$ cat src/rtl/uart_pkg.sv
// rtl/uart_pkg.sv - shared types and register map for the MMIO UART transmitter
package uart_pkg;

    typedef enum logic [1:0] {
        TX_IDLE  = 2'd0,
        TX_START = 2'd1,
        TX_DATA  = 2'd2,
        TX_STOP  = 2'd3
    } uart_tx_state_t;

    localparam logic [1:0] UART_REG_TXDATA  = 2'd0;
    localparam logic [1:0] UART_REG_STATUS  = 2'd1;
    localparam logic [1:0] UART_REG_BAUDDIV = 2'd2;

    localparam int STAT_EMPTY_BIT    = 0;
    localparam int STAT_FULL_BIT     = 1;
    localparam int STAT_BUSY_BIT     = 2;
    localparam int STAT_OVERFLOW_BIT = 3;

endpackage

$ cat src/rtl/sync_fifo.sv
// rtl/sync_fifo.sv - single-clock FIFO with wrapping pointers and separate occupancy count
module sync_fifo #(
    parameter int WIDTH = 8,
    parameter int DEPTH = 16
) (
    input  logic                     clk,
    input  logic                     rst_n,
    input  logic                     push,
    input  logic [WIDTH-1:0]         wdata,
    input  logic                     pop,
    output logic [WIDTH-1:0]         rdata,
    output logic                     full,
    output logic                     empty,
    output logic [$clog2(DEPTH):0]   count
);

    localparam int AW = $clog2(DEPTH);
    localparam int CW = AW + 1;

    logic [WIDTH-1:0] mem_q [DEPTH];
    logic [AW-1:0]    wr_ptr_q, wr_ptr_d;
    logic [AW-1:0]    rd_ptr_q, rd_ptr_d;
    logic [CW-1:0]    count_q, count_d;
    logic             do_push, do_pop;

    assign full    = (count_q == CW'(DEPTH));
    assign empty   = (count_q == '0);
    assign count   = count_q;
    assign rdata   = mem_q[rd_ptr_q];
    // Push is refused while full even if a pop happens on the same edge.
    assign do_push = push & ~full;
    assign do_pop  = pop & ~empty;

    always_comb begin
        wr_ptr_d = wr_ptr_q + AW'(do_push);
        rd_ptr_d = rd_ptr_q + AW'(do_pop);
        count_d  = count_q + CW'(do_push) - CW'(do_pop);
    end

    always_ff @(posedge clk or negedge rst_n) begin
        if (!rst_n) begin
            wr_ptr_q <= '0;
            rd_ptr_q <= '0;
            count_q  <= '0;
        end else begin
            wr_ptr_q <= wr_ptr_d;
            rd_ptr_q <= rd_ptr_d;
            count_q  <= count_d;
        end
    end

    always_ff @(posedge clk) begin
        if (do_push) begin
            mem_q[wr_ptr_q] <= wdata;
        end
    end

endmodule

$ cat src/rtl/mmio_uart_tx.sv
// rtl/mmio_uart_tx.sv - memory-mapped 8N1 UART transmitter with TX FIFO and programmable bit period
module mmio_uart_tx
    import uart_pkg::*;
#(
    parameter int          FIFO_DEPTH  = 16,
    parameter int          DIV_WIDTH   = 16,
    parameter int unsigned DEFAULT_DIV = 434
) (
    input  logic        clk,
    input  logic        rst_n,
    input  logic [31:2] dev_addr,
    input  logic        dev_re,
    output logic [31:0] dev_rd,
    input  logic        dev_we,
    input  logic [31:0] dev_wd,
    output logic        dev_rw,
    output logic        tx,
    output logic        irq
);

    localparam logic [DIV_WIDTH-1:0] DIV_ONE = {{(DIV_WIDTH-1){1'b0}}, 1'b1};

    uart_tx_state_t state_q, state_d;
    logic [7:0]           shift_q, shift_d;
    logic [2:0]           bit_cnt_q, bit_cnt_d;
    logic [DIV_WIDTH-1:0] cyc_q, cyc_d;
    logic [DIV_WIDTH-1:0] period_q, period_d;
    logic [DIV_WIDTH-1:0] div_q, div_d;
    logic                 overflow_q, overflow_d;
    logic                 tx_q, tx_d;
    logic                 irq_q, irq_d;

    logic [1:0]                    reg_idx;
    logic                          wr_txdata, wr_status, wr_bauddiv;
    logic                          fifo_push, fifo_pop, fifo_full, fifo_empty;
    logic [7:0]                    fifo_rdata;
    logic [$clog2(FIFO_DEPTH):0]   fifo_count;
    logic                          busy, bit_done;
    logic [DIV_WIDTH-1:0]          eff_div;
    logic                          unused_inputs;

    assign reg_idx    = dev_addr[3:2];
    assign wr_txdata  = dev_we & (reg_idx == UART_REG_TXDATA);
    assign wr_status  = dev_we & (reg_idx == UART_REG_STATUS);
    assign wr_bauddiv = dev_we & (reg_idx == UART_REG_BAUDDIV);
    assign fifo_push  = wr_txdata & ~fifo_full;
    assign busy       = (state_q != TX_IDLE);
    assign bit_done   = (cyc_q == period_q - DIV_ONE);
    assign eff_div    = (div_q == '0) ? DIV_ONE : div_q;

    assign dev_rw = 1'b1;
    assign tx     = tx_q;
    assign irq    = irq_q;

    assign unused_inputs = ^{dev_re, dev_addr[31:4], dev_wd, fifo_count};

    sync_fifo #(
        .WIDTH (8),
        .DEPTH (FIFO_DEPTH)
    ) u_tx_fifo (
        .clk   (clk),
        .rst_n (rst_n),
        .push  (fifo_push),
        .wdata (dev_wd[7:0]),
        .pop   (fifo_pop),
        .rdata (fifo_rdata),
        .full  (fifo_full),
        .empty (fifo_empty),
        .count (fifo_count)
    );

    always_comb begin
        dev_rd = '0;
        case (reg_idx)
            UART_REG_STATUS: begin
                dev_rd[STAT_EMPTY_BIT]    = fifo_empty;
                dev_rd[STAT_FULL_BIT]     = fifo_full;
                dev_rd[STAT_BUSY_BIT]     = busy;
                dev_rd[STAT_OVERFLOW_BIT] = overflow_q;
            end
            UART_REG_BAUDDIV: dev_rd = 32'(div_q);
            default:          dev_rd = '0;
        endcase
    end

    // A drop on the same edge as a clear leaves overflow set.
    always_comb begin
        overflow_d = overflow_q;
        if (wr_status && dev_wd[STAT_OVERFLOW_BIT]) overflow_d = 1'b0;
        if (wr_txdata && fifo_full)                 overflow_d = 1'b1;
        div_d = wr_bauddiv ? dev_wd[DIV_WIDTH-1:0] : div_q;
    end

    always_comb begin
        state_d   = state_q;
        shift_d   = shift_q;
        bit_cnt_d = bit_cnt_q;
        cyc_d     = cyc_q;
        period_d  = period_q;
        fifo_pop  = 1'b0;
        case (state_q)
            TX_IDLE: begin
                if (!fifo_empty) begin
                    fifo_pop  = 1'b1;
                    shift_d   = fifo_rdata;
                    period_d  = eff_div;
                    cyc_d     = '0;
                    bit_cnt_d = '0;
                    state_d   = TX_START;
                end
            end
            TX_START: begin
                if (bit_done) begin
                    cyc_d   = '0;
                    state_d = TX_DATA;
                end else begin
                    cyc_d = cyc_q + DIV_ONE;
                end
            end
            TX_DATA: begin
                if (bit_done) begin
                    cyc_d     = '0;
                    shift_d   = shift_q >> 1;
                    bit_cnt_d = bit_cnt_q + 3'd1;
                    if (bit_cnt_q == 3'd7) state_d = TX_STOP;
                end else begin
                    cyc_d = cyc_q + DIV_ONE;
                end
            end
            TX_STOP: begin
                if (bit_done) begin
                    cyc_d = '0;
                    // Chain straight into the next frame so there is no idle gap.
                    if (!fifo_empty) begin
                        fifo_pop  = 1'b1;
                        shift_d   = fifo_rdata;
                        period_d  = eff_div;
                        bit_cnt_d = '0;
                        state_d   = TX_START;
                    end else begin
                        state_d = TX_IDLE;
                    end
                end else begin
                    cyc_d = cyc_q + DIV_ONE;
                end
            end
            default: state_d = TX_IDLE;
        endcase

        case (state_d)
            TX_START: tx_d = 1'b0;
            TX_DATA:  tx_d = shift_d[0];
            default:  tx_d = 1'b1;
        endcase
        irq_d = fifo_empty & ~busy;
    end

    always_ff @(posedge clk or negedge rst_n) begin
        if (!rst_n) begin
            state_q    <= TX_IDLE;
            shift_q    <= '0;
            bit_cnt_q  <= '0;
            cyc_q      <= '0;
            period_q   <= '0;
            div_q      <= DIV_WIDTH'(DEFAULT_DIV);
            overflow_q <= 1'b0;
            tx_q       <= 1'b1;
            irq_q      <= 1'b1;
        end else begin
            state_q    <= state_d;
            shift_q    <= shift_d;
            bit_cnt_q  <= bit_cnt_d;
            cyc_q      <= cyc_d;
            period_q   <= period_d;
            div_q      <= div_d;
            overflow_q <= overflow_d;
            tx_q       <= tx_d;
            irq_q      <= irq_d;
        end
    end

endmodule

$ cat config.mk
export PLATFORM = sky130hd
export DESIGN_NAME = mmio_uart_tx
export DESIGN_NICKNAME = d
export VERILOG_FILES = /design/src/rtl/uart_pkg.sv /design/src/rtl/sync_fifo.sv /design/src/rtl/mmio_uart_tx.sv
export SDC_FILE = /design/constraint.sdc
export NUM_CORES = 1
export LEC_CHECK = 0
export ABC_CLOCK_PERIOD_IN_PS = 8800
export BUFFER_PORTS_ARGS = -buffer_cell sky130_fd_sc_hd__buf_2
export CORE_MARGIN = 5
export CORE_UTILIZATION = 47
export DETAILED_ROUTE_END_ITERATION = 8
export PLACE_DENSITY_LB_ADDON = 0.05
export SYNTH_ARGS = -nofsm -noshare
export SYNTH_HDL_FRONTEND = slang
export SYNTH_SLANG_ARGS = --single-unit
export TNS_END_PERCENT = 20
$ cat constraint.sdc
create_clock -name clk -period 8.8 [get_ports clk]
set_input_delay 0.88 -clock clk [delete_from_list [all_inputs] [get_ports clk]]
set_output_delay 0.88 -clock clk [all_outputs]
set_load 0.02 [all_outputs]
Yosys cells after proc, flatten, opt, wreduce, memory -nomap -nowiden
Memories as Yosys holds them, arrays and structs flattened.
Cells that the tools add are included.
Cells by class
  $add $sub $neg: 7
  multiplexer cells: 32
  equality and inequality tests: 13
  reduce and logical (&&, ||, !) cells: 13
  bitwise logic cells: 10
Operators by type and width (count)
  two-way mux 16 bit: 5
  case mux 16 bit (2 select lines): 2
  two-way mux 8 bit: 3
  case mux 8 bit (3 select lines): 1
  adder 16 x 1 -> 16 bit, second input constant: 1
  equality test 16 bit: 1
  logical NOT 16 bit: 1
  subtractor 16 x 1 -> 16 bit, second input constant: 1
  two-way mux 12 bit: 1
  two-way mux 2 bit: 5
  two-way mux 3 bit: 3
  case mux 3 bit (3 select lines): 1
  adder 4 x 1 -> 4 bit: 2
  equality test 2 bit, second input constant: 4
  case mux 2 bit (4 select lines): 1
  case mux 4 bit (2 select lines): 1
  AND 1 bit: 7
  two-way mux 1 bit: 7
  equality test 2 x 1 -> 1 bit, second input constant: 3
  inequality test 2 bit, second input constant: 3
  nonzero test 2 bit: 3
  adder 5 x 1 -> 5 bit: 1
  equality test 5 bit, second input constant: 1
  logical NOT 5 bit: 1
  11 further kinds: 16
Word-level totals
  RAM bits: 128
  bits in registers: 77
  input bits: 66
  memories kept: 1
  word-level logic and storage cells: 89
  output and inout bits: 35
Memory list
  u_tx_fifo.mem_q: words 16, width 8, read ports 1, clocked after Yosys merged registers in 0, write ports 1, line sync_fifo.sv:20  | logic [WIDTH-1:0] mem_q [DEPTH];

Depth between registers and ports, before layout
  depth after elaboration: 6
  depth in mapped cells: 21
  mapped depth without buffers: 20

Modules after synthesis
A second synthesis with hierarchy kept.
Second synthesis, totals
  cell total of the unflattened synthesis: 726
  area, all modules: 9788.1 sq um
Modules (own cells, without submodules)
  sync_fifo: cells each 309, instances 1, sequential area each 4169.0 sq um, area each 5725.5 sq um
  mmio_uart_tx: cells each 417, instances 1, sequential area each 1610.3 sq um, area each 4062.6 sq um

Worst setup path before layout
Ideal clock, no wire load.
  kind: register -> register
  start point: reg period_q[0]
  end point: reg u_tx_fifo.count_q[4], in the netlist u_tx_fifo.count[4]
  required time: 8.675 ns
  clock period less this slack: 3.901 ns
  slack: 4.899 ns
  setup time: 0.125 ns
  cell stages (with the launch flop): 22
  arrival time: 3.776 ns
  path buffers: 1
  cells stage by stage: dfrtp_1 > inv_1 > ha_1 > buf_4 > or4b_4 > nor4_4 > a21oi_2 > nor4_4 > nand3_2 > nor3_4 > a21oi_2 > nor3_1 > ha_1 > inv_1 > ha_1 > inv_1 > fa_1 > inv_1 > a21oi_1 > nor2_1 > nor2_1 > xnor2_1
Between the ends
  longest elaborated chain between the ends: 6
Ends and longest elaborated chain
  from (decl): line mmio_uart_tx.sv:27  | logic [DIV_WIDTH-1:0] period_q, period_d;
  from (signal assigned): line mmio_uart_tx.sv:174  | period_q <= period_d;
  subtractor 16 x 1 -> 16 bit: line mmio_uart_tx.sv:48  | assign bit_done = (cyc_q == period_q - DIV_ONE);
  equality test 16 bit: line mmio_uart_tx.sv:48
  two-way mux 1 bit: line mmio_uart_tx.sv:131  | if (bit_done) begin
  case mux 1 bit (2 select lines): line mmio_uart_tx.sv:101  | case (state_q)
  AND 1 bit: line sync_fifo.sv:32  | assign do_pop = pop & ~empty;
  subtractor 5 x 1 -> 5 bit: line sync_fifo.sv:37  | count_d = count_q + CW'(do_push) - CW'(do_pop);
  net u_tx_fifo.count_d[4]: line sync_fifo.sv:23  | logic [CW-1:0] count_q, count_d;
  to (signal assigned): line sync_fifo.sv:48  | count_q <= count_d;
  to (decl): line sync_fifo.sv:23
The timed path passes the listed nets, and every way through them passes these cells.
A chain may end at the register's enable or synchronous reset.

Worst setup path in the final report
Ends and elaborated chain as after synthesis.

==> out/qor.txt <==
clk root buf - clkbuf_16
met3 global-route usage - 0.0256
via count - 5950
Max FO, Critical Path - 10
H-tree Lvls - 1
crit path kind - reg2reg
gr ovfl total - 0
Clock Tree Buf Depth - 3
DRT Wirelength - 21.3 mm
leading area contributor after synthesis - edfxtp_1
Final ANT Viol Nets - 0
Seq/Total Area, Yosys - 0.592
library cells used by synthesis - 70
clock buffer count from CTS - 23
Setup crit start kind - register
Worst-Skew Late Latency - 0.52 ns
I/O pin count - 101
# DRC - 0
Initial Util - 0.479
Avg WL per Cell - 20.2 µm
crit path capture type - register
post-layout min period - 4.88 ns
met1 Resource Use GR - 0.275
most frequent cells in the layout - 128 x edfxtp_1, 69 x dfrtp_1, 39 x nor2_1
CTS tree - done
core area - 20400 µm²
area of the multi-input gates - 3670 µm²
final period utilization - 0.554
cts hold-fix bufs - 0
Post-Syn Area - 9760 µm²
Max VDD drop - 210 µV
most common cell after layout, fill and taps aside - edfxtp_1
Post-CTS Setup Bufs - 0
number of synthesis warnings - 0
IO buf count - 38
P_leak - 4.15 nW
first-pass GRT wire length - 33.9 mm
cell area after layout - 10900 µm²
setup TNS - 0 ns
Die W - 154 µm
vias in the first global route - 5880
initial antenna violation count - 0
drt first pass iters - 5
DIE HEIGHT - 154 µm
CP arrival - 5.28 ns
syn_area_per_cell - 13.4 µm²
total track usage - 0.180
share of cells above drive strength 1 - 0.198
pwr dens - 312 nW/µm²
GRT met2 Usage - 0.278
Final Hold Viols - 0
slew at the pin closest to its max-slew limit - 1.05 ns
Layout area overhead - 11.7%
asr flop ratio synth - 0.376
Worst Hold Class - reg2reg
Post-DP Area - 10200 µm²
top cells by area, synth - edfxtp_1 39%, dfrtp_1 18%, mux4_2 4.2%, ha_1 2.9%, mux2i_1 2.9%
Reg area - 5780 µm²
#FFs+latches synth - 205
Synth Instances - 726
max_cap viols - 0
std cell rows - 52
post-cts resize count - 0
Initial DRC Count - 409
clock skew - 0.0175 ns
final setup slack of the worst path - 3.92 ns
f_max - 205 MHz
Clock transition at path regs - 0.06 ns
RSZ-0062 raised after global routing - no
fillers - 1696
die area - 23800 µm²
critical path required time - 9.21 ns
Vias per Instance - 5.65
GR peak layer - met2
Antenna diodes - 0
R2R Setup Slk - 3.92 ns
largest net degree at the start of global routing - 78
Post-DP HPWL - 14.6 mm
top-area cell type share of the netlist area - 0.394
slew margin rel. - 0.303
clk sinks - 205
Pins Over Slew Limit - 0
top_reg_cell synth - edfxtp_1
outcome - finished clean
worst slack, placed - 3.93 ns
final-stage net count - 856
Post-synth EDFFs - 128
final count of negative-setup-slack endpoints - 0
GPL Wtd Cong - 0.800
[registers in the layout (all words and copies together), names as in the netlist, 2 cells and up]
signal and flops:
bit_cnt_q 3, cyc_q 16, div_q 16, period_q 16, shift_q 8, state_q 2, u_tx_fifo.count 5, u_tx_fifo.mem_q 128
u_tx_fifo.rd_ptr_q 4, u_tx_fifo.wr_ptr_q 4
[area by class of cell]
type,count,share of cell area
timing repair buffer,46,0.0232
inverter,28,0.00964
sequential,205,0.530
clock buffer,38,0.0636
multi-input combinational,462,0.337
tap,270,0.0310
clock inverter,4,0.00562
[through the flow]
stage | std cells | util | total power, mW | hold WS, ns
global placement | 1011 | 0.498 | 2.45 | 0.478
global route | 1053 | 0.536 | 3.60 | 0.541
finish | 1053 | 0.536 | 3.40 | 0.507
detailed placement | 1011 | 0.498 | 2.48 | 0.497
CTS | 1053 | 0.536 | 3.44 | 0.509
floorplan | 741 | - | 2.20 | 0.466
[path summary, 6_finish.rpt]
kind | startpoint | end | depth (start not counted)
setup / recovery | period_q[0] | u_tx_fifo.count[4] | 20
hold / removal | shift_q[7] | shift_q[7] | 2
setup reg to reg | period_q[0] | u_tx_fifo.count[4] | 20
hold reg to reg | shift_q[7] | shift_q[7] | 2
max in group asynchronous | rst_n | u_tx_fifo.rd_ptr_q[0] | 1
min in group asynchronous | rst_n | cyc_q[10] | 1
[per-layer routing]
layer,part of all wire,routed length (µm)
met5,0,0
met4,0.019,395
met3,0.047,995
met2,0.46,9780
met1,0.47,10100
[cell families (layout without fill, tap and decap cells)]
family / count (synthesis) / count (layout) / share of synthesized area
AO/OA/AOI/OAI: 127 / 127 / 0.0897
flip-flops: 205 / 205 / 0.592
multiplexers: 78 / 78 / 0.111
XOR/XNOR: 32 / 32 / 0.0287
AND/OR/NAND/NOR: 184 / 184 / 0.109
buffers and inverters: 74 / 116 / 0.0373
adder cells (fa/ha/maj): 24 / 24 / 0.0315
other: 2 / 17 / 0.000769
[where the power goes]
group	internal, mW	switching, mW
clock	0.569	0.370
combinational	0.503	0.590
sequential	1.16	0.206
[Yosys cell counts, drive strengths merged, types with 17 or more instances]
| cell | count |
|---|---|
| nand2 | 37 |
| nor2 | 40 |
| edfxtp | 128 |
| mux2i | 28 |
| nand3 | 17 |
| inv | 28 |
| mux2 | 32 |
| dfrtp | 70 |
| o21ai | 39 |
| buf | 31 |
| ha | 23 |
| mux4 | 18 |
[worst max-delay path, stage by stage, from the launching register on]
cell and delay, ns:
dfrtp_1 0.43, inv_1 0.08, ha_1 0.37, or4b_4 0.53
nor4_4 0.23, a21oi_2 0.09, nor4_4 0.28, nand3_2 0.16
nor3_4 0.37, a21oi_2 0.20, nor3_1 0.61, ha_1 0.36
inv_1 0.06, ha_1 0.16, inv_1 0.05, fa_1 0.39
inv_1 0.07, a21oi_1 0.06, nor2_1 0.09, nor2_1 0.06
xnor2_1 0.11
Power figures use the tool's default switching activity.
